==> config.mk <==
export PLATFORM = sky130hd
export DESIGN_NAME = calc_phase_seq_flat
export DESIGN_NICKNAME = d
export VERILOG_FILES = /design/src/rtl/calc_phase_seq_if.sv /design/src/rtl/calc_phase_seq.sv /design/src/flat_wrapper.sv
export SDC_FILE = /design/constraint.sdc
export NUM_CORES = 1
export LEC_CHECK = 0
export BUFFER_PORTS_ARGS = -buffer_cell sky130_fd_sc_hd__buf_2
export CORE_UTILIZATION = 41
export DETAILED_ROUTE_END_ITERATION = 8
export HOLD_SLACK_MARGIN = 0.12
export PLACE_DENSITY = 0.86
export SYNTH_ARGS = -nofsm -noshare
export SYNTH_HDL_FRONTEND = slang
export SYNTH_SLANG_ARGS = --single-unit
==> constraint.sdc <==
create_clock -name clk -period 1.4 [get_ports clk]
set_input_delay 0 -clock clk [delete_from_list [all_inputs] [get_ports clk]]
set_output_delay 0 -clock clk [all_outputs]
set_load 0.005 [all_outputs]
==> src/rtl/calc_phase_seq_if.sv <==
`timescale 1ns/1ps
`default_nettype none
// ============================================================================
// calc_phase_seq_if : sample-buffer read port plus client-engine bus
// Revision : 1.0
// ============================================================================
interface calc_phase_seq_if #(
  parameter int NPHASE     = 2,
  parameter int AW         = 7,
  parameter int DATA_WIDTH = 8
);
  logic                   mem_rd_rqst;
  logic [AW-1:0]          mem_addr;
  logic                   mem_data_rdy;
  logic [DATA_WIDTH-1:0]  mem_data;
  logic [NPHASE-1:0]      cl_start;
  logic [NPHASE-1:0]      cl_rd_rqst;
  logic [NPHASE*AW-1:0]   cl_addr;
  logic [NPHASE-1:0]      cl_data_rdy;
  logic [DATA_WIDTH-1:0]  cl_data;
  logic [NPHASE-1:0]      cl_done;

  modport master (
    output mem_rd_rqst, mem_addr, cl_start, cl_data_rdy, cl_data,
    input  mem_data_rdy, mem_data, cl_rd_rqst, cl_addr, cl_done
  );

  modport slave (
    input  mem_rd_rqst, mem_addr, cl_start, cl_data_rdy, cl_data,
    output mem_data_rdy, mem_data, cl_rd_rqst, cl_addr, cl_done
  );
endinterface
`default_nettype wire

==> src/rtl/calc_phase_seq.sv <==
`timescale 1ns/1ps
`default_nettype none
// ============================================================================
// calc_phase_seq : runs NPHASE client engines in turn per sample window and
//                  routes the buffer read port; optional CALC_SEQ_STATS_EN.
// Revision : 1.0
// ============================================================================
module calc_phase_seq #(
  parameter int NPHASE     = 2,
  parameter int POPSIZE    = 100,
  parameter int DATA_WIDTH = 8,
  parameter int AW         = $clog2(POPSIZE),
  parameter int TIMEOUT    = 4096
`ifdef CALC_SEQ_STATS_EN
  , parameter int CW       = 16
`endif
) (
  input  logic                        clk,
  input  logic                        rst,
  input  logic                        start,
  calc_phase_seq_if.master            bus,
  output logic [$clog2(NPHASE)-1:0]   phase,
  output logic                        busy,
  output logic                        calc_done,
  output logic                        timeout_err
`ifdef CALC_SEQ_STATS_EN
  , output logic [NPHASE*CW-1:0]      phase_cycles
`endif
);
  localparam int PW = $clog2(NPHASE);
  localparam int WW = $clog2(TIMEOUT);

  localparam logic [2:0] S_IDLE    = 3'd0;
  localparam logic [2:0] S_LAUNCH  = 3'd1;
  localparam logic [2:0] S_RUN     = 3'd2;
  localparam logic [2:0] S_ADVANCE = 3'd3;
  localparam logic [2:0] S_DONE    = 3'd4;
  localparam logic [2:0] S_ERR     = 3'd5;

  logic [2:0]        r_state;
  logic [PW-1:0]     r_phase;
  logic              r_pending;
  logic [WW-1:0]     r_wdog;

  logic              w_run;
  logic              w_last;
  logic              w_wdog_exp;
  logic [NPHASE-1:0] w_onehot;
  logic [AW-1:0]     w_cl_addr [NPHASE];

  assign w_run      = (r_state == S_RUN);
  assign w_last     = (r_phase == PW'(NPHASE - 1));
  assign w_wdog_exp = (r_wdog == WW'(TIMEOUT - 1));
  assign w_onehot   = NPHASE'(1) << r_phase;

  for (genvar p = 0; p < NPHASE; p++) begin : g_addr
    assign w_cl_addr[p] = bus.cl_addr[p*AW +: AW];
  end

  always_ff @(posedge clk or posedge rst) begin
    if (rst) begin
      r_state   <= S_IDLE;
      r_phase   <= '0;
      r_pending <= 1'b0;
      r_wdog    <= '0;
    end else begin
      case (r_state)
        S_IDLE: begin
          if (start) begin
            r_state <= S_LAUNCH;
            r_phase <= '0;
          end
        end
        S_LAUNCH: begin
          r_wdog  <= '0;
          r_state <= S_RUN;
          if (start) r_pending <= 1'b1;
        end
        S_RUN: begin
          r_wdog <= r_wdog + WW'(1);
          if (start) r_pending <= 1'b1;
          // A completing client wins over a watchdog expiring on the same cycle
          if (bus.cl_done[r_phase])
            r_state <= S_ADVANCE;
          else if (w_wdog_exp)
            r_state <= S_ERR;
        end
        S_ADVANCE: begin
          if (start) r_pending <= 1'b1;
          if (w_last) begin
            r_state <= S_DONE;
            r_phase <= '0;
          end else begin
            r_state <= S_LAUNCH;
            r_phase <= r_phase + PW'(1);
          end
        end
        S_DONE: begin
          r_phase <= '0;
          if (r_pending || start) begin
            r_state   <= S_LAUNCH;
            r_pending <= 1'b0;
          end else begin
            r_state <= S_IDLE;
          end
        end
        S_ERR: begin
          r_phase   <= '0;
          r_pending <= 1'b0;
          r_state   <= S_IDLE;
        end
        default: r_state <= S_IDLE;
      endcase
    end
  end

  // Read port is only connected to the active client while it is running
  assign bus.mem_rd_rqst = w_run & bus.cl_rd_rqst[r_phase];
  assign bus.mem_addr    = w_run ? w_cl_addr[r_phase] : '0;
  assign bus.cl_data_rdy = (w_run && bus.mem_data_rdy) ? w_onehot : '0;
  assign bus.cl_start    = (r_state == S_LAUNCH) ? w_onehot : '0;
  assign bus.cl_data     = bus.mem_data;

  assign phase       = r_phase;
  assign busy        = (r_state != S_IDLE);
  assign calc_done   = (r_state == S_DONE);
  assign timeout_err = (r_state == S_ERR);

`ifdef CALC_SEQ_STATS_EN
  for (genvar p = 0; p < NPHASE; p++) begin : g_stats
    logic [CW-1:0] r_cnt;
    always_ff @(posedge clk or posedge rst) begin
      if (rst)
        r_cnt <= '0;
      else if (r_state == S_LAUNCH && r_phase == '0)
        r_cnt <= '0;
      else if (w_run && r_phase == PW'(p) && r_cnt != '1)
        r_cnt <= r_cnt + CW'(1);
    end
    assign phase_cycles[p*CW +: CW] = r_cnt;
  end
`endif

endmodule
`default_nettype wire

==> src/flat_wrapper.sv <==
// flat-port wrapper written by rule: the top's interface ports become plain ports
module calc_phase_seq_flat 
#(
  parameter int NPHASE     = 2,
  parameter int POPSIZE    = 100,
  parameter int DATA_WIDTH = 8,
  parameter int AW         = $clog2(POPSIZE),
  parameter int TIMEOUT    = 4096

)
  (clk, rst, start, phase, busy, calc_done, timeout_err, bus_mem_rd_rqst, bus_mem_addr, bus_cl_start, bus_cl_data_rdy, bus_cl_data, bus_mem_data_rdy, bus_mem_data, bus_cl_rd_rqst, bus_cl_addr, bus_cl_done);
  calc_phase_seq_if #(.NPHASE(NPHASE), .AW(AW), .DATA_WIDTH(DATA_WIDTH)) bus_i ();
  input  logic clk;
  input  logic rst;
  input  logic start;
  output logic [$clog2(NPHASE)-1:0] phase;
  output logic busy;
  output logic calc_done;
  output logic timeout_err;
  output wire logic [$bits(bus_i.mem_rd_rqst)-1:0] bus_mem_rd_rqst;
  output wire logic [$bits(bus_i.mem_addr)-1:0] bus_mem_addr;
  output wire logic [$bits(bus_i.cl_start)-1:0] bus_cl_start;
  output wire logic [$bits(bus_i.cl_data_rdy)-1:0] bus_cl_data_rdy;
  output wire logic [$bits(bus_i.cl_data)-1:0] bus_cl_data;
  input wire logic [$bits(bus_i.mem_data_rdy)-1:0] bus_mem_data_rdy;
  input wire logic [$bits(bus_i.mem_data)-1:0] bus_mem_data;
  input wire logic [$bits(bus_i.cl_rd_rqst)-1:0] bus_cl_rd_rqst;
  input wire logic [$bits(bus_i.cl_addr)-1:0] bus_cl_addr;
  input wire logic [$bits(bus_i.cl_done)-1:0] bus_cl_done;
  assign bus_mem_rd_rqst = bus_i.mem_rd_rqst;
  assign bus_mem_addr = bus_i.mem_addr;
  assign bus_cl_start = bus_i.cl_start;
  assign bus_cl_data_rdy = bus_i.cl_data_rdy;
  assign bus_cl_data = bus_i.cl_data;
  assign bus_i.mem_data_rdy = bus_mem_data_rdy;
  assign bus_i.mem_data = bus_mem_data;
  assign bus_i.cl_rd_rqst = bus_cl_rd_rqst;
  assign bus_i.cl_addr = bus_cl_addr;
  assign bus_i.cl_done = bus_cl_done;
  calc_phase_seq #(.NPHASE(NPHASE), .POPSIZE(POPSIZE), .DATA_WIDTH(DATA_WIDTH), .AW(AW), .TIMEOUT(TIMEOUT)) u_core (.clk(clk), .rst(rst), .start(start), .bus(bus_i), .phase(phase), .busy(busy), .calc_done(calc_done), .timeout_err(timeout_err));
endmodule
* After elaboration in Yosys (flattened, before gate mapping)
Cells that the tools add are included.
Operators by class: add/subtract/negate cells 2, $lt $le $gt $ge 2, eq/ne operators 10, shift-type cells 1, mux-type cells 23, bitwise gates (word level) 2, reductions and logical operators 12
Operators by type and width (number):
- 7-bit 2-to-1 mux | 4
- 12-bit case mux with 2 select lines | 1
- 3-bit case mux with 5 select lines | 1
- 12-bit by 1-bit adder with 12-bit output, second input constant | 1
- 12-bit == test, second input constant | 1
- 3-bit 2-to-1 mux | 4
- 1-bit 2-to-1 mux | 9
- 3-bit nonzero test | 3
- 3-bit by 2-bit == test with 1-bit output, second input constant | 2
- 3-bit == test, second input constant | 2
- 1-bit case mux with 3 select lines | 2
- 2-bit 2-to-1 mux | 2
- 2-bit by 1-bit inequality test with 1-bit output, second input constant | 2
- 2-bit AND reduction | 2
- 3-bit by 1-bit == test with 1-bit output, second input constant | 1
- 3-bit zero test | 1
- 3-bit inequality test, second input constant | 1
- 3-bit AND reduction | 1
- 3-bit OR reduction | 1
- 2-bit >= comparator, second input constant | 1
- 1-bit by 2-bit less-than comparator with 1-bit output, second input constant | 1
- 2-bit inequality test, second input constant | 1
- 1-bit inverter with 2-bit output | 1
- 2-bit nonzero test | 1
- other kinds (6) | 6
Word-level totals: flip-flop bits (word level) 17, bits of input ports 30, logic and storage cells 56

* Logic depth before layout (Yosys ltp)
Gate-level depths: netlist of the first run.
word-level depth 5, depth in mapped cells 7, gate-level depth less buffers 5

* Least setup slack after synthesis of the first run
Ideal clock, no wire load.
kind reg2reg, start point reg u_core.r_state[0], end point reg u_core.r_wdog[8], setup time 0.126 ns, arrival time 1.433 ns, slack -0.159 ns, cell stages (with the launch flop) 8, period minus slack after synthesis 1.559 ns, cells stage by stage dfrtp_1 > buf_6 > or3b_1 > buf_6 > and2_4 > buf_6 > o21ai_1 > o31ai_1
On the way: longest elaborated chain between the ends 2, elaborated cells between the ends (all ways) 4, those cells by class eq/ne (2); mux (1); reduce/logical (1)
RTL lines:
- start, declared | line calc_phase_seq.sv:40 | logic [2:0] r_state;
- start signal, assigned | line calc_phase_seq.sv:62 | r_state <= S_IDLE;
- start signal, assigned | line calc_phase_seq.sv:70 | r_state <= S_LAUNCH;
- start signal, assigned | line calc_phase_seq.sv:76 | r_state <= S_RUN;
- 3-bit by 2-bit == test with 1-bit output or 3-bit by 1-bit == test with 1-bit output (tied branches) | line calc_phase_seq.sv:67 | case (r_state)
- 12-bit case mux with 2 select lines or 2-bit nonzero test (tied branches)
- end signal, assigned | line calc_phase_seq.sv:80 | r_wdog <= r_wdog + WW'(1);
- end, declared | line calc_phase_seq.sv:43 | logic [WW-1:0] r_wdog;
Several ways; a longest one is shown, not always the timed one. A chain may end at the register's enable or synchronous reset.

* Final worst setup path of the first run
start point reg u_core.r_state[2], end point out bus_mem_addr[3]
On the way: longest elaborated chain between the ends 2
RTL lines:
- 3-bit by 2-bit == test with 1-bit output | line calc_phase_seq.sv:51 | assign w_run = (r_state == S_RUN);
- 7-bit 2-to-1 mux | line calc_phase_seq.sv:119 | assign bus.mem_addr = w_run ? w_cl_addr[r_phase] : '0;
- end, declared | line flat_wrapper.sv:21 | output wire logic [$bits(bus_i.mem_addr)-1:0] bus_mem_addr;
No other way between the ends.

==> flow_metrics.tcl, run 1 <==
set metrics [dict create \
    status "finished with violations" \
    violations "setup timing" \
    die_y_um 55.1 \
    power_w 0.00318 \
    clkTransAtPathRegs_ns 0.11 \
    max_slew.worst_pin.slew_ns 0.684 \
    startpoint "u_core.r_state[2]$_DFFE_PP0P_" \
    die_area_um2 3040 \
    powerDensity_nw_per_um2 1720 \
    slew_headroom 0.543 \
    synth_edf_count 0 \
    die_w_um 55.1 \
    num_rows 18 \
    clock_path_buffers 2 \
    grt_pass1_wl_mm 5.23 \
    hp-class "in2async" \
    intPower_w 0.00184 \
    num_io_pins 54 \
    synth_area_um2 1160 \
    pwr-share-comb 0.706 \
    seq_area_frac_synth 0.368 \
    p_switching_w 0.00135 \
    ys.flop_type "dfrtp_1" \
    reg2reg_from "u_core.r_state[0]$_DFFE_PP0P_" \
    use_met3 0.0191 \
    syn_inst 133 \
    ff2ff_setup_slack_ns -0.23 \
    gp_congestion 0.820 \
    ys_ff_latch 17 \
    cts_buffers 3 \
    cts-root-buf "clkbuf_4" \
    wl_per_cell_um 17.6 \
    critPathArrivalTime_ns 1.64 \
    use_met1 0.299 \
    seqPwrFrac 0.207 \
    maxCapViolations 0 \
    synth.distinct_cells 36 \
    layout_setup_ws_ns -0.245 \
    cts_tree "yes" \
    leakage_nw 0.855 \
    period_share 1.17 \
    path_class "reg2out" \
    port_buffers 37 \
    core_um2 2570 \
    hpwl_mm 2.16 \
    syn_nets 164 \
    grt-busiest-layer "met2" \
    final_net_count 228 \
    switching_share 0.422 \
    rsz0062_at_grt "true" \
    async_flop_share 1.00 \
    wl_mm 3.97 \
    finalMaxSlewViolations 0 \
    setup_violations 28 \
    cp-end-kind "primary output" \
    use_met2 0.448 \
    fmax_mhz 608 \
    overflow 0 \
    cts_sinks 17 \
    grt_max_degree 18 \
    drc 0 \
    syn_avg_cell_area_um2 8.70 \
    diodes 0 \
    drive_gt1_frac 0.510 \
    detail-route-antenna-nets 0 \
    grt_pass1_vias 1125 \
    cp.required_ns 1.40 \
    final_hold_viol_count 0 \
    dr_total_vias 1321 \
    clock_skew_ns 0.00617 \
    drt_iter0_markers 35 \
    yosys_warnings 0 \
    mostFrequentLayoutCells "buf_2 (35), dfrtp_1 (17), buf_6 (16)" \
    syn_to_final_growth_pct 59.9 \
    firstDrtPassIters 4 \
    initial_core_util 0.451 \
    cp_max_fo 8 \
    period_needed_ns 1.64 \
    insertion_delay_ns 0.30 \
    power.clock.fraction 0.087 \
    htree_num_levels 1 \
    rr_endpoint "u_core.r_wdog[7]$_DFFE_PP0P_" \
    hold_ws_ns 0.335 \
    vias_per_cell 5.85 \
    reg2regPathDepth 7 \
    antenna_found_initial 0 \
    final_common_cell "buf_2" \
    vdd_ir_drop_max_uv 1450 \
    grt_use_total 0.253 \
    startpoint_type "flip-flop" \
]
[cells in the mapped netlist (all sizes together), types with 3 or more instances]
cell type   n  share of area
nand2       9          0.029
o21ai      13          0.056
nor2b       3          0.016
nor2       15          0.049
inv         3         0.0097
clkbuf      4          0.013
a21oi       7          0.030
mux2i       9          0.078
o211ai      3          0.019
and3        5          0.027
buf        15           0.10
nand3       4          0.017
o31ai       4          0.026
dfrtp      17           0.37
nand4       5          0.032
[worst max path at each step]
stage,endpoint
CTS,bus_mem_addr[4]
finish,bus_mem_addr[3]
global route,u_core.r_wdog[7]$_DFFE_PP0P_
floorplan,u_core.r_wdog[5]$_DFFE_PP0P_
detailed placement,u_core.r_wdog[9]$_DFFE_PP0P_
global placement,u_core.r_state[2]$_DFFE_PP0P_
[power groups by stage]
stage	registers, W	clock network, W	logic, W
after floorplan	0.000654	0	0.000932
after global placement	0.000653	0	0.00125
after detailed placement	0.000667	0	0.00131
after CTS	0.000649	0.000274	0.00172
after global routing	0.000669	0.000289	0.00238
final	0.000658	0.000278	0.00225
[area by class of cell]
type	count	area (um^2)
fillers	180	717
inverters	3	11.3
well taps	30	37.5
flip-flops and latches	17	425
repair buffers	78	601
clock buffers	4	26.3
multi-input cells	94	749
[what timing repair did]
| item | in CTS | in global routing |
|---|---|---|
| endpoints found under the setup margin | 24 | 28 |
| hold endpoints to repair | 27 | 0 |
| hold buffers | 12 | 0 |
| setup buffers | 8 | 7 |
| pin swaps | 17 | 15 |
| gates resized for setup | 19 | 42 |
[stage by stage]
step	TNS (ns)	worst slack (ns)	utilization	instances	area, um^2
final	-4.39	-0.245	0.721	226	1850
after global routing	-5.65	-0.304	0.721	226	1850
after CTS	-2.92	-0.179	0.635	219	1630
after detailed placement	-0.365	-0.0502	0.527	195	1350
after global placement	-0.000806	-0.000806	0.527	195	1350
after floorplan	-0.931	-0.125	-	133	1170
[routing by layer]
metal	routed length (um)	vias to the layer above
li1	-	595
met4	157	0
met2	2030	104
met5	0	-
met1	1480	608
met3	305	14
[kinds of logic (layout without fill, tap and decap cells)]
logic type,count (synthesis),in the layout,synth area share
DFF,17,17,0.368
muxes,10,10,0.0876
adders and majority gates,1,1,0.0108
AOI/OAI and AO/OA,32,32,0.166
buffers and inverters,22,85,0.124
and+or+nand+nor,51,51,0.243
[worst max-delay path, stage by stage (launching register included)]
cell and delay (ns):
dfrtp_1 0.43, or3b_4 0.44, buf_6 0.14, buf_12 0.14, nor2_1 0.07, buf_2 0.11
[registers in the layout (all words and copies together) (netlist names)]
| signal | cells |
|---|---|
| u_core.r_state | 3 |
| u_core.phase | 1 |
| u_core.r_pending | 1 |
| u_core.r_wdog | 12 |
Power figures use the tool's default switching activity.
==> inputs of run 2 (changes only) <==
ABC_AREA = 1   (was unset)
CAP_MARGIN = 20   (was unset)
CORE_UTILIZATION = 42   (was 41)
PLACE_DENSITY = 0.87   (was 0.86)
==> run 2 against run 1 <==
  * The run now ends clean
  * Wire length fell by 23%
  * Sequential power grew 13%
  * Core utilization decreased by 10 points
  * Die area is 0.16% lower
  * Synthesized cell count increased by 32%
  * Total power down 22%
  * Global-route usage is 5.8 points lower
  * Highest routed layer unchanged
==> flow_metrics.tcl, run 2 <==
set metrics [dict create \
    switching_share 0.473 \
    reg_top3 "u_core.r_wdog x12, u_core.r_state x3" \
    syn_nets 206 \
    pre_cts_slack_ns 0.0572 \
    wl_per_cell_um 11.9 \
    finalMaxSlewViolations 0 \
    final_cells 256 \
    grt_pass1_wl_mm 4.15 \
    ys.flop_type "dfrtp_1" \
    largest_reg_flops 12 \
    synth_top_family_by_area "simple AND/OR/NAND/NOR gates" \
    grt_max_degree 18 \
    clock_path_buffers 2 \
    async_flop_share 1.00 \
    cts_buffers 3 \
    htree_num_levels 1 \
    synth_area_leaders "dfrtp_1 (36%), nand2_1 (16%), a21oi_1 (6.3%)" \
    synth_mux_area_frac 0 \
    core_um2 2570 \
    startpoint "u_core.r_state[2]$_DFFE_PP0P_" \
    cp-end-kind "primary output" \
    initial_core_util 0.461 \
    design_area_um2 1590 \
    synth_edf_count 0 \
    gp_congestion 0.842 \
    overflow 0 \
    drive_gt1_frac 0.319 \
    cts_sinks 17 \
    die_area_um2 3030 \
    powerDensity_nw_per_um2 1570 \
    max_slew.worst_pin.slew_ns 0.647 \
    die_w_um 55.1 \
    synth_compound_area_frac 0.137 \
    mostFrequentLayoutCells "nand2_1 (50), buf_2 (37), inv_1 (18)" \
    syn_avg_cell_area_um2 6.76 \
    yosys.area.top_type "dfrtp_1" \
    nFillCells 211 \
    cts_tree "yes" \
    grt_use_total 0.195 \
    synth.most_common_cell "nand2_1" \
    layout_setup_ws_ns 0.0375 \
    vdd_ir_drop_max_uv 1130 \
    setup_violations 0 \
    grt_pass1_vias 1062 \
    intPower_w 0.00131 \
    final_hold_viol_count 0 \
    pwr-share-comb 0.592 \
    hp-class "in2out" \
    leakage_nw 0.821 \
    drt_iter0_markers 50 \
    cts-root-buf "clkbuf_4" \
    p_switching_w 0.00118 \
    detail-route-antenna-nets 0 \
    wl_mm 3.06 \
    vias_per_cell 5.11 \
    synthSimpleGateAreaFrac 0.362 \
    regArea_um2 429 \
    rsz0062_at_grt "true" \
    final_common_cell "nand2_1" \
    num_rows 18 \
    worstHoldStart "bus_cl_addr[3]" \
    synth.distinct_cells 25 \
    syn_inst 175 \
    antenna_found_initial 0 \
    synth-xor-area-share 0 \
    startpoint_type "flip-flop" \
    firstDrtPassIters 4 \
    insertion_delay_ns 0.30 \
    ys_ff_latch 17 \
    hpwl_mm 1.97 \
    syn_to_final_growth_pct 34.2 \
    critPathArrivalTime_ns 1.36 \
    tns_ns 0 \
    clock_skew_ns 0.00558 \
    maxCapViolations 0 \
    multi_input_area_um2 636 \
    clkTransAtPathRegs_ns 0.10 \
    period_share 0.973 \
    largest_register "u_core.r_wdog" \
    power_w 0.00249 \
    ff2ff_setup_slack_ns 0.06 \
    drc 0 \
    synth_area_um2 1180 \
    num_io_pins 54 \
    synthTopCellsByCount "nand2_1 (51), nor2_1 (19), inv_1 (18)" \
    final_net_count 258 \
    synth-adder-area-share 0.0106 \
    path_class "reg2out" \
    fmax_mhz 734 \
    period_needed_ns 1.36 \
    status "complete, no violations" \
    reg2reg_from "u_core.r_state[2]$_DFFE_PP0P_" \
    diodes 0 \
    die_y_um 55.1 \
    port_buffers 37 \
    seq_area_frac_synth 0.359 \
    yosys_warnings 0 \
    cp.required_ns 1.40 \
    place_inst 233 \
    seqPwrFrac 0.299 \
    slew_headroom 0.568 \
    power.clock.fraction 0.108 \
    synth_top_area_frac 0.359 \
    placed_area_um2 1350 \
    cp_max_fo 8 \
    dr_total_vias 1307 \
]
-- run 2: per-layer routing --
| metal | GRT usage | vias to the layer above | share of wire |
|---|---|---|---|
| li1 | - | 653 | - |
| met1 | 0.217 | 577 | 0.39 |
| met2 | 0.353 | 71 | 0.50 |
| met3 | 0.0328 | 6 | 0.092 |
| met4 | 0.100 | 0 | 0.017 |
| met5 | 0 | - | 0 |
-- run 2: worst paths after layout --
| kind | endpoint | cells after the start |
|---|---|---|
| worst max-delay path | bus_cl_start[1] | 5 |
| worst min-delay path | bus_mem_addr[3] | 4 |
| min in group asynchronous | u_core.r_wdog[8]$_DFFE_PP0P_ | 3 |
| worst min register to register | u_core.r_wdog[3]$_DFFE_PP0P_ | 1 |
| max in group asynchronous | u_core.r_state[0]$_DFFE_PP0P_ | 3 |
| worst max register to register | u_core.r_wdog[1]$_DFFE_PP0P_ | 6 |
-- run 2: stage by stage --
| step | util | hold slack [ns] |
|---|---|---|
| 6_report | 0.619 | 0.316 |
| 5_1_grt | 0.619 | 0.330 |
| 4_1_cts | 0.583 | 0.310 |
| 3_5_place_dp | 0.525 | 0.0000346 |
| 3_3_place_gp | 0.525 | 0.0000346 |
| 2_1_floorplan | - | -0.0739 |
-- run 2: layout make-up --
| cell class | instances | share of cell area |
|---|---|---|
| clock inverter | 1 | 0.00315 |
| sequential | 17 | 0.270 |
| inverter | 22 | 0.0520 |
| multi-input combinational | 125 | 0.400 |
| clock buffer | 3 | 0.0142 |
| tap | 30 | 0.0236 |
| timing repair buffer | 58 | 0.237 |
-- run 2: cells by family (layout without fill, tap and decap cells) --
family,Yosys count,count (layout)
AND/OR/NAND/NOR,95,95
buffers and inverters,33,84
AO/OA/AOI/OAI,29,29
flip-flops,17,17
adder cells (fa/ha/maj),1,1
-- run 2: repair_timing --
item	in CTS	in global routing
endpoints found under the hold margin	30	0
hold buffers	12	0
gates resized for setup	1	11
setup endpoints to repair	1	16
buffers inserted	0	7
pin swaps	0	3
-- run 2: critical path, stage by stage (launching register included) --
cell	delay (ns)
dfrtp_2	0.44
buf_4	0.16
inv_2	0.10
nand3_4	0.14
nor2_1	0.11
buf_2	0.11
-- run 2: power groups by stage --
stage | Sequential [W] | Clock [W] | Combinational, W
2_1_floorplan | 0.000747 | 0 | 0.000828
3_3_place_gp | 0.000767 | 0 | 0.00113
3_5_place_dp | 0.000772 | 0 | 0.00116
4_1_cts | 0.000768 | 0.000271 | 0.00119
5_1_grt | 0.000756 | 0.000300 | 0.00166
6_report | 0.000745 | 0.000270 | 0.00148
==> inputs of run 3 (changes only) <==
CELL_PAD_IN_SITES_DETAIL_PLACEMENT = 0   (was unset)
CELL_PAD_IN_SITES_GLOBAL_PLACEMENT = 1   (was unset)
CORE_UTILIZATION = 28   (was 42)
PLACE_DENSITY = 0.86   (was 0.87)
==> run 3 against run 2 <==
  * Core utilization is 23 points lower
  * Register-to-register slack better by 0.05 ns
  * Die area grew 48%
  * Critical path depth is 1 higher
  * Largest cell class unchanged
  * Largest power group unchanged
==> flow_metrics.tcl, run 3 (same netlist as run 2, synthesis figures left out) <==
set metrics [dict create \
    diodes 0 \
    drt_iter0_markers 56 \
    cts_tree "yes" \
    vias_per_cell 4.68 \
    clock_skew_ns 0.00212 \
    drc 0 \
    die_w_um 67.0 \
    finalCoreUtilization 0.394 \
    largest_register "u_core.r_wdog" \
    grt_pass1_wl_mm 4.56 \
    clock_path_buffers 2 \
    dr_total_vias 1281 \
    cts_sinks 17 \
    grt_max_degree 18 \
    final_hold_viol_count 0 \
    mostFrequentLayoutCells "nand2_1 (51), buf_2 (37), inv_1 (18), nor2_1 (18), a21oi_1 (15)" \
    rr_endpoint "u_core.r_wdog[1]$_DFFE_PP0P_" \
    cp.required_ns 1.40 \
    finalMaxSlewViolations 0 \
    num_io_pins 54 \
    setup_violations 0 \
    grt_use_total 0.131 \
    antenna_found_initial 0 \
    hp-class "in2async" \
    hpwl_mm 2.08 \
    path_class "reg2out" \
    status "complete, no violations" \
    cts-root-buf "clkbuf_8" \
    num_rows 23 \
    reg_top3 "u_core.r_wdog x12, u_core.r_state x3" \
    wl_mm 2.83 \
    max_slew.worst_pin.slew_ns 0.246 \
    powerDensity_nw_per_um2 1540 \
    firstDrtPassIters 4 \
    nFillCells 423 \
    critPathArrivalTime_ns 1.31 \
    cts_buffers 3 \
    clkTransAtPathRegs_ns 0.07 \
    cp_max_fo 3 \
    drive_gt1_frac 0.286 \
    design_area_um2 1590 \
    final_common_cell "nand2_1" \
    startpoint_type "flip-flop" \
    maxCapViolations 0 \
    gp_congestion 0.771 \
    slew_headroom 0.835 \
    reg2regPathDepth 6 \
    hold_ws_ns 0.303 \
    htree_num_levels 1 \
    leakage_nw 0.818 \
    cp-end-kind "primary output" \
    initial_core_util 0.294 \
    core_um2 4030 \
    grt_pass1_vias 1130 \
    die_area_um2 4490 \
    detail-route-antenna-nets 0 \
    insertion_delay_ns 0.25 \
    wl_per_cell_um 10.3 \
    syn_to_final_growth_pct 34.0 \
    port_buffers 37 \
    die_y_um 67.0 \
    final_net_count 256 \
    reg2reg_from "u_core.r_state[2]$_DFFE_PP0P_" \
    period_needed_ns 1.31 \
    placed_area_um2 1390 \
    period_share 0.937 \
    ff2ff_setup_slack_ns 0.11 \
    largest_reg_flops 12 \
    fmax_mhz 762 \
    vdd_ir_drop_max_uv 479 \
    overflow 0 \
]
[run 3: changes by cell type in the layout (fill, tap and decap cells not counted), moves of 2 or more]
cell and change:
nor2_1 +2, clkbuf_8 +3, clkbuf_4 -3, buf_4 -2
[run 3: per-layer routing]
layer | track usage | up-vias | share of wire
met5 | 0 | - | 0
li1 | - | 649 | -
met4 | 0.0372 | 0 | 0.018
met3 | 0.0240 | 8 | 0.086
met1 | 0.155 | 568 | 0.44
met2 | 0.236 | 56 | 0.45
[run 3: worst max-delay path by stage]
stage                                        startpoint                       endpoint  slack (ns)  depth (start not counted)
final                     u_core.r_state[0]$_DFFE_PP0P_                           busy        0.09                          6
after CTS                 u_core.r_state[2]$_DFFE_PP0P_             bus_cl_data_rdy[1]       0.004                          5
after detailed placement  u_core.r_state[0]$_DFFE_PP0P_  u_core.r_state[0]$_DFFE_PP0P_        0.13                          6
after global routing      u_core.r_state[2]$_DFFE_PP0P_             bus_cl_data_rdy[0]      -0.003                          5
after global placement    u_core.r_state[0]$_DFFE_PP0P_  u_core.r_wdog[11]$_DFFE_PP0P_        0.15                          7
after floorplan            u_core.r_wdog[0]$_DFFE_PP0P_  u_core.r_wdog[10]$_DFFE_PP0P_        0.24                          6
[run 3: metrics by stage]
stage / setup TNS (ns) / total power [W] / worst slack [ns] / cells
6_report: 0 / 0.00244 / 0.0880 / 274
4_1_cts: 0 / 0.00240 / 0.00371 / 272
2_1_floorplan: 0 / 0.00158 / 0.236 / 175
3_3_place_gp: 0 / 0.00197 / 0.147 / 255
5_1_grt: -0.00320 / 0.00268 / -0.00320 / 274
3_5_place_dp: 0 / 0.00197 / 0.127 / 255
[run 3: cell type report]
class,instances,area (um^2),area share
flip-flops and latches,17,429,0.271
well taps,50,62.6,0.0394
repair buffers,56,362,0.228
multi-input cells,125,606,0.382
inverters,22,82.6,0.0521
clock buffers,4,45.0,0.0284
[run 3: what timing repair did]
action	CTS	global route
setup endpoints to repair	9	13
endpoints found under the hold margin	29	0
hold buffers	12	0
gates resized for setup	0	5
pin swaps	1	0
setup buffers	1	2
[run 3: power by group]
| group | switching (W) | internal [W] |
|---|---|---|
| Combinational | 0.000789 | 0.000536 |
| Clock | 0.000161 | 0.000202 |
| Sequential | 0.000136 | 0.000616 |
| Total | 0.00109 | 0.00135 |
[run 3: critical path: stages (launching register included)]
cell and delay (ns):
dfrtp_2 0.43, buf_4 0.15, inv_1 0.08, nand2_1 0.09, nor2_1 0.14, inv_1 0.05, buf_2 0.12
